## config.mk

```make
export PLATFORM = sky130hd
export DESIGN_NAME = fetch_queue
export DESIGN_NICKNAME = d
export VERILOG_FILES = /design/src/rtl/fetch_queue_pkg.sv /design/src/rtl/fetch_queue_ring.sv /design/src/rtl/fetch_queue.sv
export SDC_FILE = /design/constraint.sdc
export NUM_CORES = 1
export LEC_CHECK = 0
export CAP_MARGIN = 20
export CORE_MARGIN = 1
export CORE_UTILIZATION = 60
export CTS_CLUSTER_DIAMETER = 50
export DETAILED_ROUTE_END_ITERATION = 8
export HOLD_SLACK_MARGIN = 0.05
export PLACE_DENSITY = 0.89
export SYNTH_ARGS = -nofsm -noshare
export SYNTH_HDL_FRONTEND = slang
export SYNTH_SLANG_ARGS = --single-unit
```

## constraint.sdc

```tcl
create_clock -name clk -period 5.7 [get_ports clk]
set_input_delay 1.14 -clock clk [delete_from_list [all_inputs] [get_ports clk]]
set_output_delay 1.14 -clock clk [all_outputs]
set_load 0.05 [all_outputs]
```

## src/rtl/fetch_queue_pkg.sv

```systemverilog
//------------------------------------------------------------------------------
// Module  : fetch_queue_pkg
// Brief   : Shared types for the fetch queue (buffered entry layout).
// Revision: 1.0
//------------------------------------------------------------------------------
`default_nettype none

`ifndef ADDR_WIDTH
`define ADDR_WIDTH 32
`endif

package fetch_queue_pkg;

  localparam int FQ_ADDR_WIDTH = `ADDR_WIDTH;

  typedef struct packed {
    logic [31:0]              instr;
    logic [FQ_ADDR_WIDTH-1:0] pc;
    logic                     guesses_branch;
    logic [FQ_ADDR_WIDTH-1:0] prediction;
  } fq_entry_t;

endpackage

`default_nettype wire

```

## src/rtl/fetch_queue_ring.sv

```systemverilog
//------------------------------------------------------------------------------
// Module  : fq_ring
// Brief   : DEPTH-entry circular buffer with head/tail/count, push/pop/clear.
// Revision: 1.0
//------------------------------------------------------------------------------
`default_nettype none

module fq_ring
  import fetch_queue_pkg::*;
#(
  parameter int DEPTH = 8
) (
  input  logic                   clk,
  input  logic                   rst_n,
  input  logic                   i_push,
  input  fq_entry_t              i_push_data,
  input  logic                   i_pop,
  input  logic                   i_clear,
  output fq_entry_t              o_head,
  output logic [$clog2(DEPTH):0] o_count
);

  localparam int PTR_W = $clog2(DEPTH);

  logic [PTR_W-1:0] head_q, head_d;
  logic [PTR_W-1:0] tail_q, tail_d;
  logic [PTR_W:0]   count_q, count_d;
  fq_entry_t        mem_q [DEPTH];
  fq_entry_t        mem_d [DEPTH];

  // Clear wins over push/pop; pointers wrap naturally because DEPTH is a power of 2.
  always_comb begin
    head_d  = head_q;
    tail_d  = tail_q;
    count_d = count_q;
    mem_d   = mem_q;
    if (i_clear) begin
      head_d  = '0;
      tail_d  = '0;
      count_d = '0;
    end else begin
      if (i_push) begin
        mem_d[tail_q] = i_push_data;
        tail_d        = tail_q + PTR_W'(1);
      end
      if (i_pop) begin
        head_d = head_q + PTR_W'(1);
      end
      count_d = count_q + (PTR_W+1)'(i_push) - (PTR_W+1)'(i_pop);
    end
  end

  always_ff @(posedge clk or negedge rst_n) begin
    if (!rst_n) begin
      head_q  <= '0;
      tail_q  <= '0;
      count_q <= '0;
      for (int i = 0; i < DEPTH; i++) begin
        mem_q[i] <= '0;
      end
    end else begin
      head_q  <= head_d;
      tail_q  <= tail_d;
      count_q <= count_d;
      mem_q   <= mem_d;
    end
  end

  assign o_head  = mem_q[head_q];
  assign o_count = count_q;

`ifndef SYNTHESIS
  a_no_overflow : assert property (@(posedge clk) disable iff (!rst_n)
    !(i_push && !i_pop && !i_clear && (count_q == (PTR_W+1)'(DEPTH))));
`endif

endmodule

`default_nettype wire

```

## src/rtl/fetch_queue.sv

```systemverilog
//------------------------------------------------------------------------------
// Module  : fetch_queue
// Brief   : Fetch-PC generator and instruction buffer feeding the decoder.
// Revision: 1.0
//------------------------------------------------------------------------------
`default_nettype none

`ifndef ADDR_WIDTH
`define ADDR_WIDTH 32
`endif

module fetch_queue
  import fetch_queue_pkg::*;
#(
  parameter int                    DEPTH      = 8,
  parameter int                    ADDR_WIDTH = `ADDR_WIDTH,
  parameter logic [ADDR_WIDTH-1:0] RESET_PC   = '0
) (
  input  logic                  clk,
  input  logic                  rst_n,
  output logic                  o_fetch_req,
  output logic [ADDR_WIDTH-1:0] o_fetch_pc,
  input  logic                  i_fetch_ack,
  input  logic                  i_rsp_valid,
  input  logic [31:0]           i_rsp_instr,
  input  logic [ADDR_WIDTH-1:0] i_rsp_pc,
  input  logic                  i_rsp_guesses_branch,
  input  logic [ADDR_WIDTH-1:0] i_rsp_prediction,
  output logic                  o_dec_valid,
  output logic [31:0]           o_dec_instr,
  output logic [ADDR_WIDTH-1:0] o_dec_pc,
  output logic                  o_dec_guesses_branch,
  output logic [ADDR_WIDTH-1:0] o_dec_prediction,
  input  logic                  i_dec_ready,
  input  logic                  i_dec_redirect,
  input  logic [ADDR_WIDTH-1:0] i_dec_new_pc,
  input  logic                  i_be_flush,
  input  logic [ADDR_WIDTH-1:0] i_be_pc
);

  localparam int CNT_W = $clog2(DEPTH) + 1;

  logic [CNT_W-1:0]      outstanding_q, outstanding_d;
  logic [CNT_W-1:0]      drop_cnt_q, drop_cnt_d;
  logic [ADDR_WIDTH-1:0] fetch_pc_q, fetch_pc_d;

  logic [CNT_W-1:0] w_count;
  logic [CNT_W:0]   w_credit_used;
  fq_entry_t        w_head;
  fq_entry_t        w_push_data;
  logic             w_accept, w_deq, w_dropping, w_dec_redir, w_pred_taken;
  logic             w_push, w_clear, w_redirect;

  // Buffered entries plus in-flight requests never exceed DEPTH, so a returning
  // response always finds a free slot.
  assign w_credit_used = {1'b0, w_count} + {1'b0, outstanding_q};
  assign o_fetch_req   = rst_n && (w_credit_used < (CNT_W+1)'(DEPTH)) && !i_be_flush;
  assign o_dec_valid   = (w_count != '0) && !i_be_flush;
  assign o_fetch_pc    = fetch_pc_q;

  assign w_accept     = o_fetch_req && i_fetch_ack;
  assign w_deq        = o_dec_valid && i_dec_ready;
  assign w_dropping   = i_rsp_valid && (drop_cnt_q != '0);
  assign w_dec_redir  = w_deq && i_dec_redirect && !i_be_flush;
  assign w_pred_taken = i_rsp_valid && !w_dropping && i_rsp_guesses_branch
                        && !i_be_flush && !w_dec_redir;
  assign w_redirect   = i_be_flush || w_dec_redir || w_pred_taken;
  assign w_push       = i_rsp_valid && !w_dropping && !i_be_flush && !w_dec_redir;
  assign w_clear      = i_be_flush || w_dec_redir;

  assign w_push_data = '{instr:          i_rsp_instr,
                         pc:             i_rsp_pc,
                         guesses_branch: i_rsp_guesses_branch,
                         prediction:     i_rsp_prediction};

  always_comb begin
    outstanding_d = outstanding_q + CNT_W'(w_accept) - CNT_W'(i_rsp_valid);

    drop_cnt_d = drop_cnt_q;
    if (w_redirect) begin
      drop_cnt_d = outstanding_d;
    end else if (w_dropping) begin
      drop_cnt_d = drop_cnt_q - CNT_W'(1);
    end

    fetch_pc_d = fetch_pc_q;
    if (i_be_flush) begin
      fetch_pc_d = i_be_pc;
    end else if (w_dec_redir) begin
      fetch_pc_d = i_dec_new_pc;
    end else if (w_pred_taken) begin
      fetch_pc_d = i_rsp_prediction;
    end else if (w_accept) begin
      fetch_pc_d = fetch_pc_q + ADDR_WIDTH'(4);
    end
  end

  always_ff @(posedge clk or negedge rst_n) begin
    if (!rst_n) begin
      outstanding_q <= '0;
      drop_cnt_q    <= '0;
      fetch_pc_q    <= RESET_PC;
    end else begin
      outstanding_q <= outstanding_d;
      drop_cnt_q    <= drop_cnt_d;
      fetch_pc_q    <= fetch_pc_d;
    end
  end

  fq_ring #(
    .DEPTH (DEPTH)
  ) u_ring (
    .clk         (clk),
    .rst_n       (rst_n),
    .i_push      (w_push),
    .i_push_data (w_push_data),
    .i_pop       (w_deq),
    .i_clear     (w_clear),
    .o_head      (w_head),
    .o_count     (w_count)
  );

  assign o_dec_instr          = w_head.instr;
  assign o_dec_pc             = w_head.pc;
  assign o_dec_guesses_branch = w_head.guesses_branch;
  assign o_dec_prediction     = w_head.prediction;

endmodule

`default_nettype wire

```

-- Yosys cells after proc, flatten, opt, wreduce, memory -nomap -nowiden
Cells that the tools add are included.
- order comparisons: 4
- mux-type cells: 17
- add/subtract/negate cells: 9
- bitwise operators: 3
- reductions and logical operators: 27
- operator list (kind ; number):
    bitwise mux 776 bit ; 1
    binary-select mux 97 bit (select 3 bit) ; 1
    demux 97 bit (select 3 bit) ; 1
    2-to-1 mux 97 bit ; 3
    2-to-1 mux 32 bit ; 4
    adder 32 x 3 -> 32 bit, second input constant ; 1
    logical AND 1 bit ; 15
    2-to-1 mux 3 bit ; 4
    2-to-1 mux 4 bit ; 3
    nonzero test 4 bit ; 3
    adder 4 x 1 -> 4 bit ; 2
    greater-or-equal comparator 4 bit, second input constant ; 2
    inverter 3 -> 4 bit ; 2
    subtractor 4 x 1 -> 4 bit ; 2
    adder 3 x 1 -> 3 bit, second input constant ; 2
    nonzero test 2 bit ; 3
    adder 4 x 4 -> 5 bit ; 1
    < comparator 5 x 4 -> 1 bit, second input constant ; 1
    < comparator 4 x 1 -> 1 bit, second input constant ; 1
    subtractor 4 x 1 -> 4 bit, second input constant ; 1
    logical NOT 1 bit ; 3
    logical OR 1 bit ; 2
    AND reduction 2 bit ; 1
    inverter 1 bit ; 1
- input bits: 168
- flip-flop bits (word level): 826
- logic and storage cells: 98
- output and inout bits: 131

-- Longest topological paths before layout
- word-level depth: 10
- depth in mapped cells: 13
- depth with buffers taken out: 12

-- Modules after synthesis
Synthesis repeated with hierarchy kept, for this count alone.
- cells, all modules: 2429
- area, all modules: 38190.4 um^2
- by module, submodules not included (module ; cells each ; instances ; sequential area each (um^2) ; area an instance (um^2)):
    fq_ring ; 2041 ; 1 ; 19668.9 ; 34889.7
    fetch_queue ; 388 ; 1 ; 1001.0 ; 3300.7

-- Least setup slack after synthesis
No wires, ideal clock.
- path type: in2out
- start: input i_be_flush
- end: output o_dec_valid
- arrival: 2.395 ns
- path buffers: 3
- setup slack: 2.165 ns
- data required time: 4.560 ns
- stages: 4
- path through: clkbuf_1 clkbuf_1 clkbuf_1 nor2_1
- cells in the longest elaborated chain, start to end: 2
- ends and longest elaborated chain (what ; line ; RTL):
    start: declaration ; fetch_queue.sv:37 ; input logic i_be_flush,
    logical NOT 1 bit ; fetch_queue.sv:58 ; assign o_dec_valid = (w_count != '0) && !i_be_flush;
    logical AND 1 bit ; fetch_queue.sv:58 ;
    end: declaration ; fetch_queue.sv:29 ; output logic o_dec_valid,
No other way between the ends.

-- Worst setup path in the final report
- start: register u_ring.head_q[0]
- end: output o_dec_pc[23]
- cells in the longest elaborated chain, start to end: 4
- ends and longest elaborated chain (what ; line ; RTL):
    start: declaration ; fetch_queue_ring.sv:25 ; logic [PTR_W-1:0] head_q, head_d;
    start signal: assignment ; fetch_queue_ring.sv:55 ; head_q <= '0;
    start signal: assignment ; fetch_queue_ring.sv:62 ; head_q <= head_d;
    inverter 3 -> 4 bit (implied by the code) ; fetch_queue_ring.sv:69 ; assign o_head = mem_q[head_q];
    binary-select mux 97 bit (select 3 bit) ; fetch_queue_ring.sv:69 ;
    2-to-1 mux 97 bit (implied by the code) (2 in series) ; fetch_queue_ring.sv:69 ;
    end: declaration ; fetch_queue.sv:31 ; output logic [ADDR_WIDTH-1:0] o_dec_pc,
No other way between the ends. The select of a mux whose other input is x is not followed.

==> summary.txt <==
Outcome
  – Outcome: completed

Clock tree
  – Max H-tree Level: 3
  – Clock buffer count from CTS: 89
  – Postcts setup bufs: 0
  – Max Buffers Root-to-Sink: 3
  – Clock transition at the registers of the reported paths: 0.06 ns
  – CTS sink cnt: between 800 and 900
  – Post-CTS sizing: 0
  – Post-CTS Hold Buffers: 0
  – CTS tree: yes
  – Clock Latency Late Sink: approximately 0.64 ns
  – Clk root buf: clkbuf_16

Finish
  – Final #Nets: between 2000 and 3000
  – Ratio of cells with drive above 1 in the final layout: 0.4311
  – Cell Count, Final, Fillers Out: between 3000 and 4000
  – Commonest cells after routing, fill and taps aside: 823 x dfrtp_1, 790 x mux2_2, 296 x clkdlybuf4s50_1
  – Commonest non-fill, non-tap cell in the layout: dfrtp_1
  – Area Overhead vs Synth: 18.10%
  – Cell area after layout: 45150 sq um

Hold path
  – Worst Hold Class: input pin to asynchronous set/reset pin

Logic synthesis
  – Yosys warns: 0
  – Post-synth net total: approximately 2600
  – Distinct cells, synth: 75
  – Post-synth EDFFs: 0
  – Dominant cells by area after synthesis: dfrtp_1 54%, mux2_2 23%, mux4_2 11%
  – Top_reg_cell synth: dfrtp_1
  – Async set or reset register ratio after synthesis: 1.000
  – Largest area contributor in the netlist: dfrtp_1
  – Post-synthesis sequential area ratio: 0.5406
  – Synth Instances: between 2000 and 2500
  – Avg Inst Size Synth: 15.58 sq um
  – Synth top area share: 0.5406
  – Synthesized flop and latch total: 826
  – Syn Std Cell Area: approximately 38000 sq um

Floorplanning
  – Core area: 62970 sq um
  – Die area: around 65000 sq um
  – # IOs: around 300
  – Die Span X: 254.4 um
  – Starting Density: 0.6072
  – Die H: 254.4 um
  – # rows: 92

Placement
  – PortBufs: 298
  – Placed Instances: 3467
  – DPL Wire Length: 56250 um
  – Post-DP Area: approximately 42000 sq um
  – Gpl congestion: 0.9403

Power
  – P_leak: 21.04 nW
  – Peak supply drop: roughly 0.28 mV
  – P per Cell Area: 414.4 nW/um^2
  – Final Power: 18.71 mW

Route
  – First-pass DRT Iterations: 5
  – Via count: 23138
  – Total wire length: 96260 um
  – Routed wire per std cell: 26.46 um
  – ANT nets after route: 0
  – DRC: 0
  – DRT iter0 DRCs: 1532
  – DR vias/cell: roughly 6.4

GRT
  – Overflow after GRT: 0
  – Vias in the first global route: roughly 25000
  – GRT Util Overall: 0.3043
  – Initial antenna violation count: 7
  – First-pass GRT wire length: ~150000 um
  – Largest net degree at the start of global routing: 169

Worst setup path
  – Critical Path AT: 3.61 ns
  – Crit start category: flop
  – CP Capture Type: output port
  – Kind of critical path: flop to output port
  – Critical Path RT: 4.56 ns
  – CP Max Fanout: 51

Job
  – Max cap viols: 0

STA
  – F_max: 210.7 MHz
  – Final period util: 0.8328
  – Minimum clock period after layout: about 4.7 ns
  – RSZ-0062 raised after global routing: no
  – Setup_tns: 0 ns
  – Slew headroom: 0.3342
  – Final Hold Fails: 0
  – Final number of setup-violating endpoints: 0
  – Least-Margin Pin Slew: ~1 ns
  – Final slew viol count: 0
  – Clk_skew: 0.01206 ns
## where the power goes
group          internal (mW)  leakage (nW)  switching [mW]
combinational           2.40          8.23            3.39
sequential              6.43          11.3           0.500
clock                   3.56          1.52            2.43
total                   12.4          21.0            6.32
## area by class of cell
type,instances,area [sq um]
Sequential cell,826,20680
Fill cell,3804,17810
Multi-Input combinational cell,1433,16710
Timing Repair Buffer,341,3526
Clock buffer,118,2527
Tap cell,846,1059
Clock inverter,46,546.8
Inverter,24,90.09
Antenna cell,4,10.01
## synth_stat cells, types with 20 or more instances
master and n:
clkbuf_1 75, dfrtp_1 826, mux2_1 83, mux4_2 194, inv_1 23, mux2_2 790, nor2_1 43, buf_1 20
buf_2 60, nand2_1 46, o21ai_0 28, a21oi_1 21
## worst max-delay path, cell delays in order (launching register included)
cell and delay, ns:
dfrtp_4 0.83, buf_12 0.46, mux4_2 0.57, mux2_2 0.28
clkdlybuf4s50_1 0.78
## worst paths after layout
kind,cells past startpoint,start,slack (ns),endpoint
hold / removal,1,rst_n,0.34,o_fetch_pc[1]$_DFFE_PN0P_
max in group asynchronous,6,rst_n,2.74,u_ring.mem_q[246]$_DFFE_PN0P_
hold reg to reg,1,u_ring.mem_q[121]$_DFFE_PN0P_,0.49,u_ring.mem_q[121]$_DFFE_PN0P_
setup / recovery,4,u_ring.head_q[0]$_DFFE_PN0P_,0.95,o_dec_pc[23]
min in group clk,1,u_ring.mem_q[121]$_DFFE_PN0P_,0.49,u_ring.mem_q[121]$_DFFE_PN0P_
setup reg to reg,8,u_ring.o_count[2]$_DFF_PN0_,1.96,u_ring.mem_q[281]$_DFFE_PN0P_
## metrics by stage
| step | worst slack, ns | util | hold WS, ns |
|---|---|---|---|
| floorplan | 2.165 | - | 0.4452 |
| finish | 0.9531 | 0.7171 | 0.3409 |
| global placement | 1.313 | 0.6673 | 0.4622 |
| CTS | 0.8737 | 0.7161 | 0.3234 |
| detailed placement | 1.221 | 0.6673 | 0.4708 |
| global route | 0.7834 | 0.7170 | 0.3423 |
## state kept, by name, indices dropped and copies added, names as in the netlist
name,cells
u_ring.head_q,3
u_ring.mem_q,776
o_fetch_pc,32
u_ring.o_count,4
u_ring.tail_q,3
drop_cnt_q,4
outstanding_q,4
## cells by family after synthesis
logic type	count (synthesis)	share of synthesized area
AOI/OAI and AO/OA	160	0.03086
and+or+nand+nor	169	0.02317
xor gates and xnor gates	18	0.004123
adders and majority gates	18	0.006283
buffers and inverters	195	0.02327
muxes	1068	0.3717
DFF	826	0.5406
## layer usage
layer | global-route usage | part of all wire | vias up
met3 | 0.06583 | 0.065 | 180
met5 | 0 | 0.00051 | -
li1 | - | - | 9817
met2 | 0.5051 | 0.50 | 718
met4 | 0.1162 | 0.031 | 6
met1 | 0.3946 | 0.40 | 12417
Note: power is estimated with default switching activity, not from simulation.
